File: src/rtl/tdm_mux_scanner_if.sv
// rtl/tdm_mux_scanner_if.sv - control, data and result bundle for the TDM mux scanner
interface tdm_mux_scanner_if #(
  parameter int WIDTH    = 8,
  parameter int CHANNELS = 4,
  parameter int SELW     = $clog2(CHANNELS)
);
  logic                      en;
  logic                      mode;
  logic [SELW-1:0]           sel_in;
  logic [CHANNELS-1:0]       ch_mask;
  logic [CHANNELS*WIDTH-1:0] din;
  logic [WIDTH-1:0]          out;
  logic [SELW-1:0]           sel_out;
  logic                      out_valid;
  logic                      wrap;

  modport master (
    output en, mode, sel_in, ch_mask, din,
    input  out, sel_out, out_valid, wrap
  );

  modport slave (
    input  en, mode, sel_in, ch_mask, din,
    output out, sel_out, out_valid, wrap
  );
endinterface

File: src/rtl/tdm_mux_scanner.sv
// rtl/tdm_mux_scanner.sv - registered N:1 mux with masked auto scan and manual select
module tdm_mux_scanner #(
  parameter int WIDTH    = 8,
  parameter int CHANNELS = 4,
  parameter int DWELL    = 4,
  parameter int SELW     = $clog2(CHANNELS)
) (
  input logic              clk,
  input logic              rst,
  tdm_mux_scanner_if.slave bus
);
  localparam int DCW = (DWELL > 1) ? $clog2(DWELL) : 1;
  localparam logic [DCW-1:0] DWELL_LAST = DCW'(DWELL - 1);

  logic [WIDTH-1:0] out_q, out_d;
  logic [SELW-1:0]  sel_q, sel_d;
  logic             valid_q, valid_d;
  logic             wrap_q, wrap_d;
  logic [SELW-1:0]  ptr_q, ptr_d;
  logic [DCW-1:0]   dwell_q, dwell_d;

  logic [WIDTH-1:0] ch_data [CHANNELS];
  logic [SELW-1:0]  nxt;
  logic             found;
  logic             sel_ok;
  logic             advance;

  always_comb begin
    for (int i = 0; i < CHANNELS; i++) begin
      ch_data[i] = bus.din[i*WIDTH +: WIDTH];
    end
  end

  // Circular search from ptr+1; a lone enabled channel finds itself on the last step.
  always_comb begin
    nxt   = ptr_q;
    found = 1'b0;
    for (int k = 1; k <= CHANNELS; k++) begin
      if (!found && bus.ch_mask[(int'(ptr_q) + k) % CHANNELS]) begin
        nxt   = SELW'((int'(ptr_q) + k) % CHANNELS);
        found = 1'b1;
      end
    end
  end

  assign sel_ok  = (int'(bus.sel_in) < CHANNELS);
  assign advance = !bus.ch_mask[ptr_q] || (dwell_q == DWELL_LAST);

  always_comb begin
    out_d   = out_q;
    sel_d   = sel_q;
    ptr_d   = ptr_q;
    dwell_d = dwell_q;
    valid_d = 1'b0;
    wrap_d  = 1'b0;
    if (bus.en) begin
      if (bus.mode) begin
        dwell_d = '0;
        if (sel_ok) begin
          out_d   = ch_data[bus.sel_in];
          sel_d   = bus.sel_in;
          ptr_d   = bus.sel_in;
          valid_d = 1'b1;
        end
      end else if (|bus.ch_mask) begin
        out_d   = ch_data[ptr_q];
        sel_d   = ptr_q;
        valid_d = bus.ch_mask[ptr_q];
        if (advance) begin
          ptr_d   = nxt;
          dwell_d = '0;
          wrap_d  = (nxt <= ptr_q);
        end else begin
          dwell_d = dwell_q + 1'b1;
        end
      end
    end
  end

  always_ff @(posedge clk) begin
    if (rst) begin
      out_q   <= '0;
      sel_q   <= '0;
      valid_q <= 1'b0;
      wrap_q  <= 1'b0;
      ptr_q   <= '0;
      dwell_q <= '0;
    end else begin
      out_q   <= out_d;
      sel_q   <= sel_d;
      valid_q <= valid_d;
      wrap_q  <= wrap_d;
      ptr_q   <= ptr_d;
      dwell_q <= dwell_d;
    end
  end

  assign bus.out       = out_q;
  assign bus.sel_out   = sel_q;
  assign bus.out_valid = valid_q;
  assign bus.wrap      = wrap_q;
endmodule

File: src/flat_wrapper.sv
// flat-port wrapper written by rule: the top's interface ports become plain ports
module tdm_mux_scanner_flat 
#(
  parameter int WIDTH    = 8,
  parameter int CHANNELS = 4,
  parameter int DWELL    = 4,
  parameter int SELW     = $clog2(CHANNELS)
)
  (clk, rst, bus_en, bus_mode, bus_sel_in, bus_ch_mask, bus_din, bus_out, bus_sel_out, bus_out_valid, bus_wrap);
  tdm_mux_scanner_if #(.WIDTH(WIDTH), .CHANNELS(CHANNELS), .SELW(SELW)) bus_i ();
  input logic clk;
  input logic rst;
  input wire logic [$bits(bus_i.en)-1:0] bus_en;
  input wire logic [$bits(bus_i.mode)-1:0] bus_mode;
  input wire logic [$bits(bus_i.sel_in)-1:0] bus_sel_in;
  input wire logic [$bits(bus_i.ch_mask)-1:0] bus_ch_mask;
  input wire logic [$bits(bus_i.din)-1:0] bus_din;
  output wire logic [$bits(bus_i.out)-1:0] bus_out;
  output wire logic [$bits(bus_i.sel_out)-1:0] bus_sel_out;
  output wire logic [$bits(bus_i.out_valid)-1:0] bus_out_valid;
  output wire logic [$bits(bus_i.wrap)-1:0] bus_wrap;
  assign bus_i.en = bus_en;
  assign bus_i.mode = bus_mode;
  assign bus_i.sel_in = bus_sel_in;
  assign bus_i.ch_mask = bus_ch_mask;
  assign bus_i.din = bus_din;
  assign bus_out = bus_i.out;
  assign bus_sel_out = bus_i.sel_out;
  assign bus_out_valid = bus_i.out_valid;
  assign bus_wrap = bus_i.wrap;
  tdm_mux_scanner #(.WIDTH(WIDTH), .CHANNELS(CHANNELS), .DWELL(DWELL), .SELW(SELW)) u_core (.clk(clk), .rst(rst), .bus(bus_i));
endmodule
File: config.mk
export PLATFORM = sky130hd
export DESIGN_NAME = tdm_mux_scanner_flat
export DESIGN_NICKNAME = d
export VERILOG_FILES = /design/src/rtl/tdm_mux_scanner_if.sv /design/src/rtl/tdm_mux_scanner.sv /design/src/flat_wrapper.sv
export SDC_FILE = /design/constraint.sdc
export NUM_CORES = 1
export LEC_CHECK = 0
export BUFFER_PORTS_ARGS = -buffer_cell sky130_fd_sc_hd__buf_2
export CORE_MARGIN = 3
export CORE_UTILIZATION = 45
export DETAILED_ROUTE_END_ITERATION = 16
export PLACE_DENSITY = 0.77
export REMOVE_ABC_BUFFERS = 1
export SYNTH_ARGS = -nofsm -noshare
export SYNTH_HDL_FRONTEND = slang
export SYNTH_SLANG_ARGS = --single-unit
File: constraint.sdc
create_clock -name clk -period 1.9 [get_ports clk]
set_input_delay 0.285 -clock clk [delete_from_list [all_inputs] [get_ports clk]]
set_output_delay 0.285 -clock clk [all_outputs]
set_load 0.005 [all_outputs]
# Word-level counts from Yosys, hierarchy flattened

Cells that the tools add are included.

Latch bits: 0
Memories kept: 0
Register bits after elaboration: 16
ROM bits: 0
Bits in writable memories: 0
Output and inout port bits: 12

Shift operators: 0
Multipliers: 0
Magnitude comparators: 8
Eq/ne operators: 1
Divide/modulo/power cells: 0
$add $sub $neg: 5
Reductions and logical operators: 19
Muxes and demuxes: 39
Bitwise logic cells: 9

Operators by type and width:

| cell                  | count |
|---|---|
| $mux W8               | 6 |
| $bmux W8 S2           | 2 |
| $mux W2               | 12 |
| $lt A3 B4 Y1 const B  | 4 |
| $mux W1               | 14 |
| $bmux W1 S2           | 5 |
| $reduce_or A2 Y1      | 5 |
| $add A2 B1 Y2 const B | 3 |
| $ge A3 B3 Y1 const B  | 2 |
| $not A2 Y3            | 2 |
| $reduce_or A5 Y1      | 1 |
| $add A2 B2 Y2 const B | 2 |
| $and A1 B1 Y1 const A | 4 |
| $logic_not A1 Y1      | 4 |
| $reduce_bool A2 Y1    | 2 |
| $reduce_or A4 Y1      | 1 |
| $logic_and A1 B1 Y1   | 3 |
| $lt A2 B3 Y1 const B  | 1 |
| $not A1 Y1            | 3 |
| $reduce_and A3 Y1     | 1 |
| $eq A2 B2 Y1 const B  | 1 |
| $le A2 B2 Y1          | 1 |
| $reduce_and A2 Y1     | 1 |
| $logic_or A1 B1 Y1    | 1 |

# Logic depth before layout (Yosys ltp)

Gate-level depths: netlist of the first run.

Depth in word-level cells: 19
Mapped depth: 9
Gate-level depth less buffers: 8

# Worst setup path after synthesis of the first run

Ideal clock, no wire load.

Path kind: flip-flop to flip-flop
From: reg u_core.ptr_q[0]
To: reg u_core.wrap_q (netlist: u_core.bus.wrap)
Setup slack: 0.153 ns
Arrival time: 1.669 ns
Library setup time: 0.078 ns
Required time: 1.822 ns
Buffers on the path: 1
Stages on the path, launching flop included: 9
Cells stage by stage: dfxtp_1 -> buf_2 -> nand2b_1 -> o21ai_0 -> o21a_1 -> ha_1 -> a21oi_1 -> a21oi_1 -> nor3_1

Longest elaborated chain between the ends: 15

Ends and longest elaborated chain:

| element                                     | RTL line                                     | source |
|---|---|---|
| start: declaration                          | tdm_mux_scanner.sv:19                        | `logic [SELW-1:0] ptr_q, ptr_d;` |
| start signal: assignment                    | tdm_mux_scanner.sv:93                        | `ptr_q <= ptr_d;` |
| $add A2 B1 Y2                               | tdm_mux_scanner.sv:39, tdm_mux_scanner.sv:40 |  |
| $bmux W1 S2                                 | tdm_mux_scanner.sv:39                        | `if (!found && bus.ch_mask[(int'(ptr_q) + k) % CHANNELS]) begin` |
| $mux W1 (implied by the code) (2 in series) | tdm_mux_scanner.sv:39                        |  |
| $mux W1                                     | tdm_mux_scanner.sv:39                        |  |
| $logic_not A1 Y1                            | tdm_mux_scanner.sv:39                        |  |
| $logic_and A1 B1 Y1                         | tdm_mux_scanner.sv:39                        |  |
| $mux W1                                     | tdm_mux_scanner.sv:39                        |  |
| $logic_not A1 Y1                            | tdm_mux_scanner.sv:39                        |  |
| $logic_and A1 B1 Y1                         | tdm_mux_scanner.sv:39                        |  |
| $mux W1                                     | tdm_mux_scanner.sv:39                        |  |
| $logic_not A1 Y1                            | tdm_mux_scanner.sv:39                        |  |
| $logic_and A1 B1 Y1                         | tdm_mux_scanner.sv:39                        |  |
| $mux W2                                     | tdm_mux_scanner.sv:39                        |  |
| $le A2 B2 Y1                                | tdm_mux_scanner.sv:72                        | `wrap_d = (nxt <= ptr_q);` |
| end signal: assignment                      | tdm_mux_scanner.sv:92                        | `wrap_q <= wrap_d;` |
| end: declaration                            | tdm_mux_scanner.sv:18                        | `logic wrap_q, wrap_d;` |

Several ways; a longest one is shown, not always the timed one. The select of a mux whose other input is x is not followed.
A chain may end at the register's enable or synchronous reset.

# Worst setup path after layout of the first run

From: reg u_core.ptr_q[0]
To: reg u_core.ptr_q[1]

Longest elaborated chain between the ends: 17

Ends and longest elaborated chain:

| element                                     | RTL line                                     | source |
|---|---|---|
| $add A2 B1 Y2                               | tdm_mux_scanner.sv:39, tdm_mux_scanner.sv:40 |  |
| $bmux W1 S2                                 | tdm_mux_scanner.sv:39                        |  |
| $mux W1 (implied by the code) (2 in series) | tdm_mux_scanner.sv:39                        |  |
| $mux W1                                     | tdm_mux_scanner.sv:39                        |  |
| $logic_not A1 Y1                            | tdm_mux_scanner.sv:39                        |  |
| $logic_and A1 B1 Y1                         | tdm_mux_scanner.sv:39                        |  |
| $mux W1                                     | tdm_mux_scanner.sv:39                        |  |
| $logic_not A1 Y1                            | tdm_mux_scanner.sv:39                        |  |
| $logic_and A1 B1 Y1                         | tdm_mux_scanner.sv:39                        |  |
| $mux W1                                     | tdm_mux_scanner.sv:39                        |  |
| $logic_not A1 Y1                            | tdm_mux_scanner.sv:39                        |  |
| $logic_and A1 B1 Y1                         | tdm_mux_scanner.sv:39                        |  |
| $mux W2                                     | tdm_mux_scanner.sv:39                        |  |
| $mux W2                                     | tdm_mux_scanner.sv:69                        | `if (advance) begin` |
| $mux W2                                     | tdm_mux_scanner.sv:65                        | `end else if (\|bus.ch_mask) begin` |
| $mux W2                                     | tdm_mux_scanner.sv:57                        | `if (bus.mode) begin` |

Several ways; a longest one is shown, not always the timed one. The select of a mux whose other input is x is not followed.

==> results.py, run 1 <==
metrics = {
    "outcome": {
        "status": "completed",
    },
    "cts": {
        "clock_latency_ns": 0.30,
        "numCtsBuffers": 3,
        "clock-root-buffer": "clkbuf_4",
        "clock_path_buffers": 2,
        "post_cts_resized": 0,
        "post_cts_buffers": 0,
        "cts.clk_slew.worst_paths_ns": 0.10,
        "cts_sinks": 16,
        "cts_htree_levels": 1,
        "cts_hold_buf": 0,
        "cts_tree": "built",
    },
    "place": {
        "place_ws_ns": 0.168,
        "portBuffers": 53,
        "gp_congestion": 0.797,
        "dpl.cell_count": 204,
        "dp_hpwl_um": 2490,
    },
    "sta": {
        "worst_slack_ns": 0.150,
        "rsz0062_at_grt": "no",
        "finalCriticalPeriod_ns": 1.75,
        "slew-limit-headroom_pct": 79.0,
        "drv_slew": 0,
        "fmax_ghz": 0.571,
        "finalHoldViolCount": 0,
        "setup_tns_ns": 0,
        "worst_slew_pin_slew_ns": 0.315,
        "finalCritPeriodShare_pct": 92.1,
        "skew_ns": 0.00459,
        "finalSetupViolCount": 0,
    },
    "layout": {
        "fill_cells": 227,
        "nets": 224,
        "syn_to_final_growth_pct": 28.7,
        "fin_cells": 208,
        "final_cell_mix": "buf_2 (53), nand2_1 (19), mux4_2 (16), dfxtp_1 (16), o21ai_0 (9)",
        "diodes": 0,
        "final_common_cell": "buf_2",
        "drive_above_1_share_pct": 46.1,
    },
    "worst_setup_path": {
        "worstSetupStartpointType": "register",
        "worst_ep_arrival_time_ns": 1.95,
        "critPathMaxFanout": 6,
        "end_kind": "register",
        "startpoint": "u_core.ptr_q[0]$_SDFFE_PP0P_",
        "ff2ff_path_depth": 4,
        "ff2ff_setup_slack_ns": 0.15,
        "required_ns": 2.10,
        "r2r_start": "u_core.ptr_q[0]$_SDFFE_PP0P_",
        "critical_path_class": "register to register",
        "r2r-end": "u_core.ptr_q[1]$_SDFFE_PP0P_",
    },
    "global_route": {
        "track_usage_pct": 18.7,
        "grt_pass1_wl_um": 4830,
        "grt-ovfl-total": 0,
        "grt_max_degree": 23,
        "grt_pass1_vias": 1162,
        "grt_antenna_before_repair": 0,
    },
    "synthesis": {
        "synth_area_sq_um": 1230,
        "synth_seq_area_share_pct": 26.1,
        "ys_ff_latch": 16,
        "synthArstFlopShare_pct": 0,
        "synth_edf_count": 0,
        "yosysWarnings": 0,
        "synth_top_flop_cell": "dfxtp_1",
        "synth_cells": 124,
        "synth.avg_cell_area_sq_um": 9.89,
        "synth_cell_types": 27,
    },
    "floorplan": {
        "pin_count": 54,
        "die_h_um": 58.2,
        "start_util_pct": 48.2,
        "coreArea_sq_um": 2540,
        "fp-row-count": 18,
        "die_w_um": 58.2,
        "die-area_sq_um": 3390,
    },
    "route": {
        "drt_iter0_drc": 24,
        "wl_per_cell_um": 15.0,
        "via_count": 1211,
        "drt-vias-per-instance": 5.82,
        "wirelength_um": 3130,
        "drt-pass1-iter-count": 4,
        "drcViolationCount": 0,
        "antenna_left": 0,
    },
    "hold_path": {
        "whs_endpoint": "u_core.bus.out_valid$_SDFF_PP0_",
        "min_path_type": "primary input to register",
        "hp-start": "bus_en",
        "holdPathStages": 3,
    },
    "pwr": {
        "power_density_nw_per_um2": 596,
        "power.total_w": 0.000940,
        "leakage_nw": 0.691,
        "ir_drop_mv": 0.374,
    },
    "job": {
        "drv_cap": 0,
    },
}
cells in the mapped netlist (all sizes together), types with 2 or more instances:
cell type	n	area, sq um
mux4	17	387
a311oi	3	26.3
buf	3	15.0
a31oi	7	43.8
o211ai	2	15.0
nand2b	2	12.5
dfxtp	16	320
o21ai	10	50.1
clkbuf	6	22.5
nor3	4	20.0
nor2b	3	18.8
nand2	19	71.3
mux2i	2	20.0
nor2	8	30.0
inv	6	22.5
ha	3	37.5
a21oi	4	20.0
layer usage:
layer	up-vias	GRT usage, %	part of all wire, %
met5	-	0	0
met4	0	8.94	1.6
met3	8	1.34	4.7
met2	48	35.2	56
met1	565	21.1	38
li1	590	-	-
worst max-delay path, stage by stage, from the launching register on:
cell and delay, ns:
dfxtp_1 0.40, mux4_2 0.57, a221oi_4 0.34, nor2_1 0.07
a311oi_1 0.27
where the power goes:
part	switching (W)	internal [W]	leakage, nW
clock network	0.000118	0.000117	0.0210
registers	0.0000147	0.000362	0.132
logic	0.000152	0.000176	0.538
cells by family after synthesis:
kind of cell               after synthesis  synth area share [%]
DFF                                     16                  26.1
adders and majority gates                3                  3.06
xor gates and xnor gates                 1                 0.714
buffers and inverters                   15                  4.90
muxes                                   19                  33.2
AOI/OAI and AO/OA                       30                  16.7
and+or+nand+nor                         40                  15.3
sequential cells by signal, indices dropped and copies added (netlist names):
name,count
u_core.bus.out,8
u_core.bus.out_valid,1
u_core.ptr_q,2
u_core.dwell_q,2
u_core.bus.wrap,1
u_core.bus.sel_out,2
cell type report:
cell class	count	area (sq um)	share of cell area, %
well taps	30	37.5	2.38
multi-input cells	93	851	53.9
flip-flops and latches	16	320	20.3
clock buffers	4	36.3	2.30
repair buffers	59	310	19.7
inverters	6	22.5	1.43
worst max-delay path by stage:
stage	end	slack, ns	depth (start not counted)
6_report	u_core.ptr_q[1]$_SDFFE_PP0P_	0.15	4
3_5_place_dp	u_core.bus.wrap$_SDFF_PP0_	0.17	9
5_1_grt	u_core.bus.wrap$_SDFF_PP0_	0.007	8
3_3_place_gp	u_core.bus.wrap$_SDFF_PP0_	0.23	9
4_1_cts	u_core.bus.wrap$_SDFF_PP0_	0.14	9
2_1_floorplan	u_core.ptr_q[1]$_SDFFE_PP0P_	-0.07	4
metrics by stage:
stage          util [%]  cell area, sq um  hold WS (ns)
2_1_floorplan         -              1190         0.357
3_3_place_gp       60.4              1540         0.487
3_5_place_dp       60.4              1540         0.493
4_1_cts            61.8              1570         0.239
5_1_grt            62.0              1580         0.234
6_report           62.0              1580         0.235
No activity file was read; power rests on OpenSTA's default activity.
==> inputs of run 2 (changes only) <==
Settings changed: CORE_ASPECT_RATIO set to 1.5.
==> results.py, run 2 (synthesis gave the netlist of run 1 again) <==
metrics = {
    "outcome": {
        "status": "completed",
    },
    "route": {
        "wl_per_cell_um": 14.7,
        "wirelength_um": 3150,
        "antenna_left": 0,
        "drcViolationCount": 0,
        "via_count": 1216,
        "drt-vias-per-instance": 5.68,
        "drt_iter0_drc": 35,
        "drt-pass1-iter-count": 4,
    },
    "cts": {
        "clock_latency_ns": 0.29,
        "cts_htree_levels": 1,
        "post_cts_resized": 0,
        "cts_sinks": 16,
        "cts_hold_buf": 0,
        "numCtsBuffers": 3,
        "cts.clk_slew.worst_paths_ns": 0.10,
        "clock_path_buffers": 2,
        "post_cts_buffers": 0,
        "cts_tree": "built",
        "clock-root-buffer": "clkbuf_4",
    },
    "layout": {
        "diodes": 0,
        "design_area_sq_um": 1580,
        "final_common_cell": "buf_2",
        "largest_register_ffs": 8,
        "nets": 224,
        "fill_cells": 223,
        "drive_above_1_share_pct": 45.5,
        "final_cell_mix": "buf_2 (53), nand2_1 (19), mux4_2 (16), dfxtp_1 (16), o21ai_0 (10)",
        "syn_to_final_growth_pct": 28.9,
    },
    "sta": {
        "skew_ns": 0.00618,
        "rsz0062_at_grt": "no",
        "finalCritPeriodShare_pct": 93.5,
        "fmax_ghz": 0.563,
        "finalHoldViolCount": 0,
        "worst_slew_pin_slew_ns": 0.315,
        "finalCriticalPeriod_ns": 1.78,
        "drv_slew": 0,
        "timing.hold.ws_ns": 0.259,
        "finalSetupViolCount": 0,
        "slew-limit-headroom_pct": 79.0,
    },
    "job": {
        "drv_cap": 0,
    },
    "floorplan": {
        "pin_count": 54,
        "die-area_sq_um": 3400,
        "coreArea_sq_um": 2530,
        "fp-row-count": 22,
        "start_util_pct": 48.4,
        "die_h_um": 69.9,
        "die_w_um": 48.6,
    },
    "pwr": {
        "ir_drop_mv": 0.277,
        "power_density_nw_per_um2": 590,
        "leakage_nw": 0.688,
    },
    "place": {
        "dp_hpwl_um": 2460,
        "place_area_sq_um": 1540,
        "gp_congestion": 0.793,
        "portBuffers": 53,
    },
    "worst_setup_path": {
        "critPathSlowestCell": "dfxtp_1",
        "cpMostUsedCell": "a21oi_1",
        "end_kind": "register",
        "critPathMaxFanout": 8,
        "ff2ff_path_depth": 8,
        "r2r-end": "u_core.bus.wrap$_SDFF_PP0_",
        "worstSetupStartpointType": "register",
        "timing.critical_path.to": "u_core.bus.wrap$_SDFF_PP0_",
        "ff2ff_setup_slack_ns": 0.12,
        "crit_path_cell_trace": "buf_4 -> nand2b_1 -> o21ai_0 -> o21a_1 -> ha_1 -> a21oi_1 -> a21oi_1 -> nor3_1",
        "critical_path_class": "register to register",
        "startpoint": "u_core.ptr_q[0]$_SDFFE_PP0P_",
        "required_ns": 2.11,
        "worst_ep_arrival_time_ns": 1.99,
        "slowest_delay_ns": 0.38,
        "r2r_start": "u_core.ptr_q[0]$_SDFFE_PP0P_",
    },
    "hold_path": {
        "min_path_type": "primary input to register",
        "hp-start": "rst",
    },
    "global_route": {
        "grt_max_degree": 23,
        "track_usage_pct": 19.7,
        "grt_antenna_before_repair": 0,
        "grt_pass1_wl_um": 5370,
        "grt-ovfl-total": 0,
        "grt_pass1_vias": 1234,
    },
}
## run 2: cell counts in the layout (fill, tap and decap cells not counted)
Identical to the previous run, type by type.
## run 2: area by class of cell
class | count | area, sq um | share of cell area, %
clock buffer | 4 | 36.3 | 2.30
tap | 36 | 45.0 | 2.85
timing repair buffer | 59 | 310 | 19.6
sequential | 16 | 320 | 20.3
multi-input combinational | 93 | 846 | 53.5
inverter | 6 | 22.5 | 1.43
## run 2: how the worst min path moves through the flow
stage | endpoint | slack [ns] | depth (start not counted)
floorplan | u_core.bus.out[7]$_SDFFE_PP0P_ | 0.36 | 1
global placement | u_core.bus.sel_out[1]$_SDFFE_PP0P_ | 0.49 | 2
detailed placement | u_core.bus.sel_out[0]$_SDFFE_PP0P_ | 0.50 | 2
CTS | u_core.ptr_q[1]$_SDFFE_PP0P_ | 0.25 | 2
global route | u_core.bus.sel_out[0]$_SDFFE_PP0P_ | 0.26 | 2
finish | u_core.bus.out[7]$_SDFFE_PP0P_ | 0.26 | 2
## run 2: through the flow
stage                     util (%)  setup WS (ns)  TNS (ns)  instances  power, W
final                         62.4          0.124         0        214  0.000932
after global routing          62.4         0.0126         0        214  0.000990
after CTS                     62.4          0.128         0        214  0.000939
after detailed placement      61.0          0.161         0        210  0.000714
after global placement        61.0          0.194         0        210  0.000699
after floorplan                  -        -0.0714   -0.0954        115  0.000580
## run 2: power breakdown
| part | internal (W) | switching, W | leakage, nW |
|---|---|---|---|
| Sequential | 0.000362 | 0.0000143 | 0.132 |
| Clock | 0.000117 | 0.000109 | 0.0210 |
| Combinational | 0.000175 | 0.000155 | 0.535 |
| Total | 0.000654 | 0.000278 | 0.688 |
## run 2: critical path, delay by kind of cell, from the launching register on
kind                     cells  cell delay [ns]
flip-flops                   1             0.38
buffers and inverters        1             0.19
AND/OR/NAND/NOR              2             0.30
adder cells (fa/ha/maj)      1             0.30
AO/OA/AOI/OAI                4             0.52
## run 2: metal layers
metal  routed length (um)  track usage [%]  up-vias
met1                 1140             19.0      582
met2                 1800             38.6       44
met4                   57             11.4        0
met3                  154             2.13        6
met5                    0                0        -
li1                     -                -      584
